**src/rtl/flopr_pkg.sv**
```systemverilog
`default_nettype none
// ============================================================================
//  Module      : flopr_pkg
//  Description : Shared constants for the flopr register primitive and the
//                2-bit external-memory handshake state kept in a flopr #(2).
//  Revision    : 1.0 - initial release
// ============================================================================
package flopr_pkg;

    localparam int unsigned FLOPR_DEFAULT_WIDTH = 8;
    localparam int unsigned FLOPR_MAX_WIDTH     = 1024;

    // Memory-model handshake states, held in a 2-bit flopr.
    localparam logic [1:0] MEM_IDLE = 2'b00;
    localparam logic [1:0] MEM_REQ  = 2'b01;
    localparam logic [1:0] MEM_ACK  = 2'b10;

    // Next state of the handshake loop: IDLE -> REQ -> ACK -> IDLE while en.
    function automatic logic [1:0] mem_next_state(input logic [1:0] state,
                                                  input logic       en);
        logic [1:0] nxt;
        nxt = state;
        if (en) begin
            case (state)
                MEM_IDLE: nxt = MEM_REQ;
                MEM_REQ:  nxt = MEM_ACK;
                default:  nxt = MEM_IDLE;
            endcase
        end
        return nxt;
    endfunction

endpackage
`default_nettype wire

```
**src/rtl/flopr.sv**
```systemverilog
`default_nettype none
// ============================================================================
//  Module      : flopr
//  Description : WIDTH-bit D register with synchronous active-high reset to
//                RESETVAL. Nothing but the capture/reset mux and the flops.
//  Revision    : 1.0 - initial release
// ============================================================================
module flopr
    import flopr_pkg::*;
#(
    parameter int               WIDTH    = 8,
    parameter logic [WIDTH-1:0] RESETVAL = {WIDTH{1'b0}}
) (
    input  wire logic             ph1,
    input  wire logic             reset,
    input  wire logic [WIDTH-1:0] d,
    output logic      [WIDTH-1:0] q
);

    logic [WIDTH-1:0] state_d;
    logic [WIDTH-1:0] state_q;

    // Reject out-of-range widths at elaboration time.
    if ((WIDTH < 1) || (WIDTH > int'(FLOPR_MAX_WIDTH))) begin : g_bad_width
        $error("flopr: WIDTH out of range");
    end

    // Next state is the input data; reset is applied in the clocked process.
    assign state_d = d;

    // Capture on the rising edge; reset wins. The ternary keeps an X on reset
    // visible on q instead of silently selecting the data leg.
    always_ff @(posedge ph1) begin
        state_q <= reset ? RESETVAL : state_d;
    end

    assign q = state_q;

endmodule
`default_nettype wire

```
**config.mk**
```make
export PLATFORM = sky130hd
export DESIGN_NAME = flopr
export DESIGN_NICKNAME = d
export VERILOG_FILES = /design/src/rtl/flopr_pkg.sv /design/src/rtl/flopr.sv
export SDC_FILE = /design/constraint.sdc
export NUM_CORES = 1
export LEC_CHECK = 0
export CAP_MARGIN = 20
export CORE_AREA = 3 3 40 42
export CTS_CLUSTER_SIZE = 10
export DETAILED_ROUTE_END_ITERATION = 8
export DIE_AREA = 0 0 43 45
export SYNTH_ARGS = -nofsm -noshare
export SYNTH_HDL_FRONTEND = slang
export SYNTH_SLANG_ARGS = --single-unit
export TNS_END_PERCENT = 10
```
**constraint.sdc**
```tcl
create_clock -name ph1 -period 0.9 [get_ports ph1]
set_clock_uncertainty 0.05 [all_clocks]
set_input_delay 0.09 -clock ph1 [delete_from_list [all_inputs] [get_ports ph1]]
set_output_delay 0.09 -clock ph1 [all_outputs]
set_load 0.03 [all_outputs]
```
==> results.md, run 1 <==
- Relative area change from synthesis to final layout: 91.07%
- Remaining antenna violation count: 0
- Status: complete, no violations
- Post-CTS Hold Fix Bufs: 0
- Overflow left after global routing: 0
- Wire length of the first global-routing pass: 690 um
- Net Count, Synth: 26
- Maximum fanout encountered on the critical timing path: 1
- Die X-Extent: 43 um
- Flip-flop count of the largest register, all copies and words added: 8
- Source of the critical timing path: q[7]
- Remaining DRCs: 0
- Die ar.: 1935 um^2
- End point of the critical path: q[7]
- Post-route cell area: 401.6 um^2
- Top-level port count: 18
- Initial detailed-routing violation count: 1
- Number of global-route vias before repair: 185
- Area of the core: 1285 um^2
- Post-route minimum period: 848.1 ps
- Final critical-path share of the clock period: 0.9424
- Xor/xnor cell area share of the yosys netlist: 0
- Slew at the pin with the worst max-slew slack: 238.4 ps
- Combined global-route utilization of all metal layers: 0.05184
- Remaining max-slew budget at the tightest pin: 0.8406
- Vias: 170
- Static power due to leakage: 0.1742 nW
- Number of buffers inserted to repair setup after CTS: 0
- Main combinational cell family by area after synthesis: simple AND/OR/NAND/NOR gates
- Instance count on the critical path: 1
- Vertical die dimension: 45 um
- Pin count of the biggest net entering global routing: 9
- Multiplexer share of the synthesized area: 0
- Root buffer cell: sky130_fd_sc_hd__clkbuf_4
- Average detailed-routed wire length per instance: 8.627 um
- Number of distinct library cells after synthesis: 2
- Slew Limit Fails: 0
- Ratio of routed vias to standard cells: 3.333
- Crit path capture type: output pin
- Cell area after placement: 379.1 um^2
- Number of levels the H-tree was split into: 1
- Number of flip-flops and latches in the synthesized netlist: 8
- Count of antenna diodes in the layout: 0
- Start point of the worst hold path: d[6]
- Antenna violations before repair: 0
- Setup-failing EPs final: 0
- Count of input and output buffers: 17
- Standard cell with the maximum stage delay on the critical path: sky130_fd_sc_hd__dfxtp_1
- Post-route worst hold slack: 351.2 ps
- Upper clock frequency limit: 1179 MHz
- # fillers: 136
- Total Power Consumption: 750.8 uW
- Final hold vios: 0
- Mean cell area of the mapped netlist: 13.14 um^2
- Clock slew at the register clock pins of the worst setup and hold paths: 50 ps
- Sequential cell area fraction in the yosys report: 0.7619
- Drt pass-1 iters: 2
- Final WL: 440 um
- Clock buffer count from CTS: 3
- # rows: 13
- Cell type group with the largest total delay on the critical path: flip-flops
- Pwr/cell area: 1869 nW/um^2
- Initial Utilization: 0.1636
- Max rail drop VDD: 0.5114 mV
- # Max-Cap Violations: 0
- Final cell count without fillers: 51
- Adder-cell share of the synthesized area: 0
- Area fraction in compound gates after synthesis: 0
- Final weighted congestion in routability-driven placement: 0.5897
- Max incr delay on CP: 310 ps
- Fraction of layout instances using a drive strength above 1: 0.3056
- CP Data Required Time: 760 ps
- Simple-gate portion of the synthesized area: 0.2381
- WS Path Type: reg -> out
- Maximum buffer depth of the clock tree: 2
- Number of warning messages in the yosys log: 0
- Number of gates resized after CTS: 0
- Crit path buf inv count: 1
- Setup repair after global routing missed its margin: false
- Arrival @ worst endpoint: 710 ps
- Clock Sinks: 8
- TritonCTS clock tree: yes
- Gate count after technology mapping: 16
- Kind of start point of the critical path: flip-flop
- Worst-path cell chain: buf_4
- Cell area after synthesis: 210.2 um^2
- HP Class: in -> reg
- Count of placed standard cells including taps: 48
- Nets: 48
-- power breakdown --
| group | switching, mW | leakage [nW] | internal (mW) |
|---|---|---|---|
| clock network | 0.0978 | 0.0138 | 0.151 |
| logic | 0.0568 | 0.0937 | 0.0653 |
| registers | 0.00556 | 0.0667 | 0.375 |
-- layer usage --
| layer | wire length, um | vias up | part of all wire | track usage |
|---|---|---|---|---|
| met5 | 0 | - | 0 | 0 |
| met4 | 0 | 0 | 0 | 0.05422 |
| met3 | 104 | 0 | 0.24 | 0.03586 |
| met2 | 135 | 18 | 0.31 | 0.05689 |
| met1 | 200 | 64 | 0.45 | 0.06098 |
| li1 | - | 88 | - | - |
-- stage by stage --
stage	TNS, ps	setup slack, ps	util
floorplan	0	300.7	-
detailed placement	-405.5	-62.19	0.2950
global route	0	18.43	0.3126
finish	0	51.86	0.3126
global placement	-292.0	-44.83	0.2950
CTS	0	35.11	0.3126
-- layout make-up --
| type | instances | area (um^2) | area share |
|---|---|---|---|
| well taps | 15 | 18.77 | 0.04673 |
| flip-flops and latches | 8 | 160.2 | 0.3988 |
| multi-input cells | 8 | 50.05 | 0.1246 |
| repair buffers | 17 | 150.1 | 0.3738 |
| clock buffers | 3 | 22.52 | 0.05607 |
-- synthesized netlist by cell type --
master                    number  share of area
sky130_fd_sc_hd__dfxtp_1       8           0.76
sky130_fd_sc_hd__nor2b_1       8           0.24
-- worst min path at each step --
stage	to	slack [ps]	cells after the start
5_1_grt	q[3]	350	2
6_report	q[6]	350	2
2_1_floorplan	q[0]	110	1
3_3_place_gp	q[2]	470	1
3_5_place_dp	q[1]	480	1
4_1_cts	q[6]	340	2
-- layout by cell type (no fill, tap or decap) --
cell                              count
sky130_fd_sc_hd__clkdlybuf4s50_1      9
sky130_fd_sc_hd__buf_4                8
sky130_fd_sc_hd__dfxtp_1              8
sky130_fd_sc_hd__clkbuf_4             3
sky130_fd_sc_hd__nor2b_1              8
-- kinds of logic after synthesis --
group,after synthesis
flops,8
simple gates,8
Power figures use the tool's default switching activity.
==> run 2, diff against run 1 <==
Settings changed: DONT_BUFFER_PORTS set to 1.
Clock period 0.9 ns to 1.1 ns, I/O delays scaled along.
==> results.md, run 2 (synthesis gave the netlist of run 1 again) <==
- Status: complete, no violations (unchanged)
- Vias: 149 (was 170)
- Remaining DRCs: 0 (unchanged)
- Number of levels the H-tree was split into: 1 (unchanged)
- Clock Sinks: 8 (unchanged)
- Combined global-route utilization of all metal layers: 0.06850 (was 0.05184)
- Slew at the pin with the worst max-slew slack: 336.0 ps (was 238.4 ps)
- Clock buffer count from CTS: 3 (unchanged)
- Fraction of layout instances using a drive strength above 1: 0.1071 (was 0.3056)
- Count of antenna diodes in the layout: 0 (unchanged)
- Final critical-path setup slack: 182.1 ps (was 51.86 ps)
- Initial Utilization: 0.1636 (unchanged)
- Total negative setup slack: 0 ps (unchanged)
- HP Class: in -> reg (unchanged)
- Final cell count without fillers: 43 (was 51)
- Setup repair after global routing missed its margin: false (unchanged)
- Nets: 40 (was 48)
- Upper clock frequency limit: 1089 MHz
- Pwr/cell area: 1740 nW/um^2 (was 1869 nW/um^2)
- WS Path Type: reg -> out (unchanged)
- # Max-Cap Violations: 0 (unchanged)
- Post-route minimum period: 917.9 ps
- Detailed route wirelength on metal2: 218 um (was 135 um)
- Post-route worst hold slack: 473.0 ps (was 351.2 ps)
- Root buffer cell: sky130_fd_sc_hd__clkbuf_4 (unchanged)
- Worst setup slack before clock tree synthesis: 437.2 ps (was -62.19 ps)
- Clock slew at the register clock pins of the worst setup and hold paths: 50 ps (about the same)
- Maximum fanout encountered on the critical timing path: 1 (unchanged)
- Instance count on the critical path: 0 (was 1)
- CP Data Required Time: 940 ps (was 760 ps)
- Number of buffers inserted to repair setup after CTS: 0 (unchanged)
- Final weighted congestion in routability-driven placement: 0.6524 (was 0.5897)
- Final WL: 550 um (was 440 um)
- Post-route cell area: 341.6 um^2 (was 401.6 um^2)
- Max layer used: met3 (unchanged)
- End-of-flow core utilization: 0.2658 (was 0.3126)
- Commonest non-fill, non-tap cell in the layout: sky130_fd_sc_hd__dlygate4sd3_1 (was sky130_fd_sc_hd__clkdlybuf4s50_1)
- Average detailed-routed wire length per instance: 12.79 um (was 8.627 um)
- Remaining max-slew budget at the tightest pin: 0.7757 (was 0.8406)
- Max rail drop VDD: 0.5752 mV (was 0.5114 mV)
- Post-CTS Hold Fix Bufs: 9 (was 0)
- Vertical die dimension: 45 um (unchanged)
- Die X-Extent: 43 um (unchanged)
- Slew Limit Fails: 0 (unchanged)
- Wire length of the first global-routing pass: 786 um (was 690 um)
- Area of the core: 1285 um^2 (unchanged)
- Ratio of routed vias to standard cells: 3.465 (was 3.333)
- Overflow left after global routing: 0 (unchanged)
- Total Power Consumption: 594.5 uW (was 750.8 uW)
- Number of gates resized after CTS: 0 (unchanged)
- Crit path capture type: output pin (unchanged)
- Count of placed standard cells including taps: 31 (was 48)
- Kind of start point of the critical path: flip-flop (unchanged)
- Met1 layer wirelength in the final routing: 254 um (was 200 um)
- Top-level port count: 18 (unchanged)
- Initial detailed-routing violation count: 0 (was 1)
- Cell area after placement: 229.0 um^2 (was 379.1 um^2)
- Count of input and output buffers: 0 (was 17)
- Hold path depth: 2 (unchanged)
- Antenna violations before repair: 0 (unchanged)
- Number of global-route vias before repair: 161 (was 185)
- Maximum buffer depth of the clock tree: 2 (unchanged)
- Commonest non-fill, non-tap cells in the layout: 9 x sky130_fd_sc_hd__dlygate4sd3_1, 8 x sky130_fd_sc_hd__nor2b_1, 8 x sky130_fd_sc_hd__dfxtp_1 (was 9 x sky130_fd_sc_hd__clkdlybuf4s50_1, 8 x sky130_fd_sc_hd__nor2b_1, 8 x sky130_fd_sc_hd__buf_4, 8 x sky130_fd_sc_hd__dfxtp_1, 3 x sky130_fd_sc_hd__clkbuf_4)
- Pin count of the biggest net entering global routing: 9 (unchanged)
- Drt pass-1 iters: 1 (was 2)
- # rows: 13 (unchanged)
- Remaining antenna violation count: 0 (unchanged)
- Die ar.: 1935 um^2 (unchanged)
- Amount of wire on met3 after detailed routing: 77 um (was 104 um)
- TritonCTS clock tree: yes (unchanged)
- Setup-failing EPs final: 0 (unchanged)
- Static power due to leakage: 0.1355 nW (was 0.1742 nW)
- Final hold vios: 0 (unchanged)
- Final critical-path share of the clock period: 0.8344
- Relative area change from synthesis to final layout: 62.50% (was 91.07%)
- Flip-flop count of the largest register, all copies and words added: 8 (unchanged)
- Arrival @ worst endpoint: 760 ps (was 710 ps)
==> run 2: path summary, 6_finish.rpt <==
check | start | endpoint | slack [ps]
max | q[5] | q[5] | 180
min | d[4] | q[4] | 470
==> run 2: area by class of cell <==
type	count	area, um^2
fill	129	943.4
multi-input combinational	8	50.05
clock buffer	3	22.52
tap	15	18.77
timing repair buffer	9	90.09
sequential	8	160.2
==> run 2: per-layer routing <==
layer | vias to the layer above | global-route usage
met1 | 58 | 0.07056
met2 | 18 | 0.08383
met5 | - | 0
li1 | 73 | -
met3 | 0 | 0.05179
met4 | 0 | 0.07229
==> run 2: report_power, final <==
| part | leakage, nW | internal, mW | total (mW) | switching [mW] |
|---|---|---|---|---|
| logic | 0.0550 | 0.0284 | 0.0385 | 0.0101 |
| registers | 0.0667 | 0.306 | 0.347 | 0.0406 |
| clock network | 0.0138 | 0.124 | 0.209 | 0.0851 |
==> run 3, diff against run 2 <==
Clock period 1.1 ns to 0.9 ns, I/O delays scaled along.
==> results.md, run 3 (synthesis gave the netlist of run 1 again) <==
- Clock slew at the register clock pins of the worst setup and hold paths: 50 ps (about the same)
- Pwr/cell area: 2079 nW/um^2 (was 1740 nW/um^2)
- Number of levels the H-tree was split into: 1 (unchanged)
- Hold path depth: 2 (unchanged)
- Pin count of the biggest net entering global routing: 9 (unchanged)
- Commonest non-fill, non-tap cells in the layout: 9 x sky130_fd_sc_hd__dlygate4sd3_1, 8 x sky130_fd_sc_hd__nor2b_1, 8 x sky130_fd_sc_hd__dfxtp_2 (was 9 x sky130_fd_sc_hd__dlygate4sd3_1, 8 x sky130_fd_sc_hd__nor2b_1, 8 x sky130_fd_sc_hd__dfxtp_1)
- Instance count on the critical path: 0 (unchanged)
- Met1 capacity usage during global routing: 0.07056 (unchanged)
- Initial detailed-routing violation count: 0 (unchanged)
- Clock buffer count from CTS: 3 (unchanged)
- Fraction of layout instances using a drive strength above 1: 0.3929 (was 0.1071)
- Post-route minimum period: 808.0 ps
- Ratio of routed vias to standard cells: 3.395 (was 3.465)
- Vertical die dimension: 45 um (unchanged)
- Antenna violations before repair: 0 (unchanged)
- Remaining DRCs: 0 (unchanged)
- Final cell count without fillers: 43 (unchanged)
- Busiest layer in global routing: met2 (unchanged)
- Average detailed-routed wire length per instance: 12.35 um (was 12.79 um)
- Upper clock frequency limit: 1238 MHz
- Wire length of the first global-routing pass: 765 um (was 786 um)
- End-of-flow core utilization: 0.2736 (was 0.2658)
- HP Class: in -> reg (unchanged)
- Final weighted congestion in routability-driven placement: 0.6524 (unchanged)
- Setup repair after global routing missed its margin: false (unchanged)
- Kind of start point of the critical path: flip-flop (unchanged)
- Crit path capture type: output pin (unchanged)
- Remaining antenna violation count: 0 (unchanged)
- CP Data Required Time: 760 ps (was 940 ps)
- Top-level port count: 18 (unchanged)
- Status: complete, no violations (unchanged)
- WS Path Type: reg -> out (unchanged)
- Max rail drop VDD: 0.6922 mV (was 0.5752 mV)
- Slew at the pin with the worst max-slew slack: 236.5 ps (was 336.0 ps)
- Commonest non-fill, non-tap cell in the layout: sky130_fd_sc_hd__dlygate4sd3_1 (unchanged)
- # Max-Cap Violations: 0 (unchanged)
- Static power due to leakage: 0.1376 nW (was 0.1355 nW)
- Die ar.: 1935 um^2 (unchanged)
- Arrival @ worst endpoint: 670 ps (was 760 ps)
- Total negative setup slack: 0 ps (unchanged)
- Final WL: 531 um (was 550 um)
- Global-route met2 utilization: 0.07784 (was 0.08383)
- Combined global-route utilization of all metal layers: 0.06683 (was 0.06850)
- Flip-flop count of the largest register, all copies and words added: 8 (unchanged)
- # rows: 13 (unchanged)
- Nets: 40 (unchanged)
- Global routing met3 resource utilization: 0.05179 (unchanged)
- Final critical-path share of the clock period: 0.8977
- Count of placed standard cells including taps: 31 (unchanged)
- Clock Sinks: 8 (unchanged)
- Post-route cell area: 351.6 um^2 (was 341.6 um^2)
- Area of the core: 1285 um^2 (unchanged)
- Maximum buffer depth of the clock tree: 2 (unchanged)
- Setup-failing EPs final: 0 (unchanged)
- Count of input and output buffers: 0 (unchanged)
- Vias: 146 (was 149)
- Number of global-route vias before repair: 153 (was 161)
- Count of antenna diodes in the layout: 0 (unchanged)
- Initial Utilization: 0.1636 (unchanged)
- Drt pass-1 iters: 1 (unchanged)
- TritonCTS clock tree: yes (unchanged)
- Cell area after placement: 229.0 um^2 (unchanged)
- Slew Limit Fails: 0 (unchanged)
- Root buffer cell: sky130_fd_sc_hd__clkbuf_4 (unchanged)
- Remaining max-slew budget at the tightest pin: 0.8418 (was 0.7757)
- Die X-Extent: 43 um (unchanged)
- Maximum fanout encountered on the critical timing path: 1 (unchanged)
- Relative area change from synthesis to final layout: 67.26% (was 62.50%)
- Final hold vios: 0 (unchanged)
- Overflow left after global routing: 0 (unchanged)
==> run 3: changes by cell type in the layout (fill, tap and decap cells not counted) <==
cell | before | now
sky130_fd_sc_hd__dfxtp_2 | 0 | 8
sky130_fd_sc_hd__dfxtp_1 | 8 | 0
==> run 3: metrics by stage <==
stage               setup WS [ps]  hold WS, ps  power, mW
CTS                         1.318        441.9     0.7480
floorplan                   300.7        111.6     0.4366
detailed placement          257.2        113.9     0.4466
global route                63.00        451.1     0.7735
global placement            272.2        115.8     0.4443
finish                      92.03        449.4     0.7308
==> run 3: final timing paths <==
kind	startpoint	end	slack, ps
setup / recovery	q[5]	q[5]	90
hold / removal	d[5]	q[5]	450
==> run 3: final cells by class <==
class | instances | area, um^2
Fill cell | 131 | 933.4
Tap cell | 15 | 18.77
Timing Repair Buffer | 9 | 90.09
Sequential cell | 8 | 170.2
Multi-Input combinational cell | 8 | 50.05
Clock buffer | 3 | 22.52
==> run 3: metal layers <==
| layer | vias to the layer above | wire length (um) |
|---|---|---|
| li1 | 73 | - |
| met2 | 18 | 198 |
| met1 | 55 | 255 |
| met5 | - | 0 |
| met3 | 0 | 77 |
| met4 | 0 | 0 |
==> run 3: power by group <==
| part | total [mW] | internal (mW) | leakage [nW] | switching, mW |
|---|---|---|---|---|
| logic | 0.0464 | 0.0346 | 0.0550 | 0.0118 |
| clock network | 0.256 | 0.151 | 0.0138 | 0.104 |
| registers | 0.429 | 0.379 | 0.0688 | 0.0496 |
==> run 3: repair_timing <==
action / CTS / global route
hold endpoints to repair: 8 / 0
gates resized for setup: 6 / 2
hold buffers: 9 / 0
setup endpoints to repair: 6 / 2
buffers inserted: 0 / 0
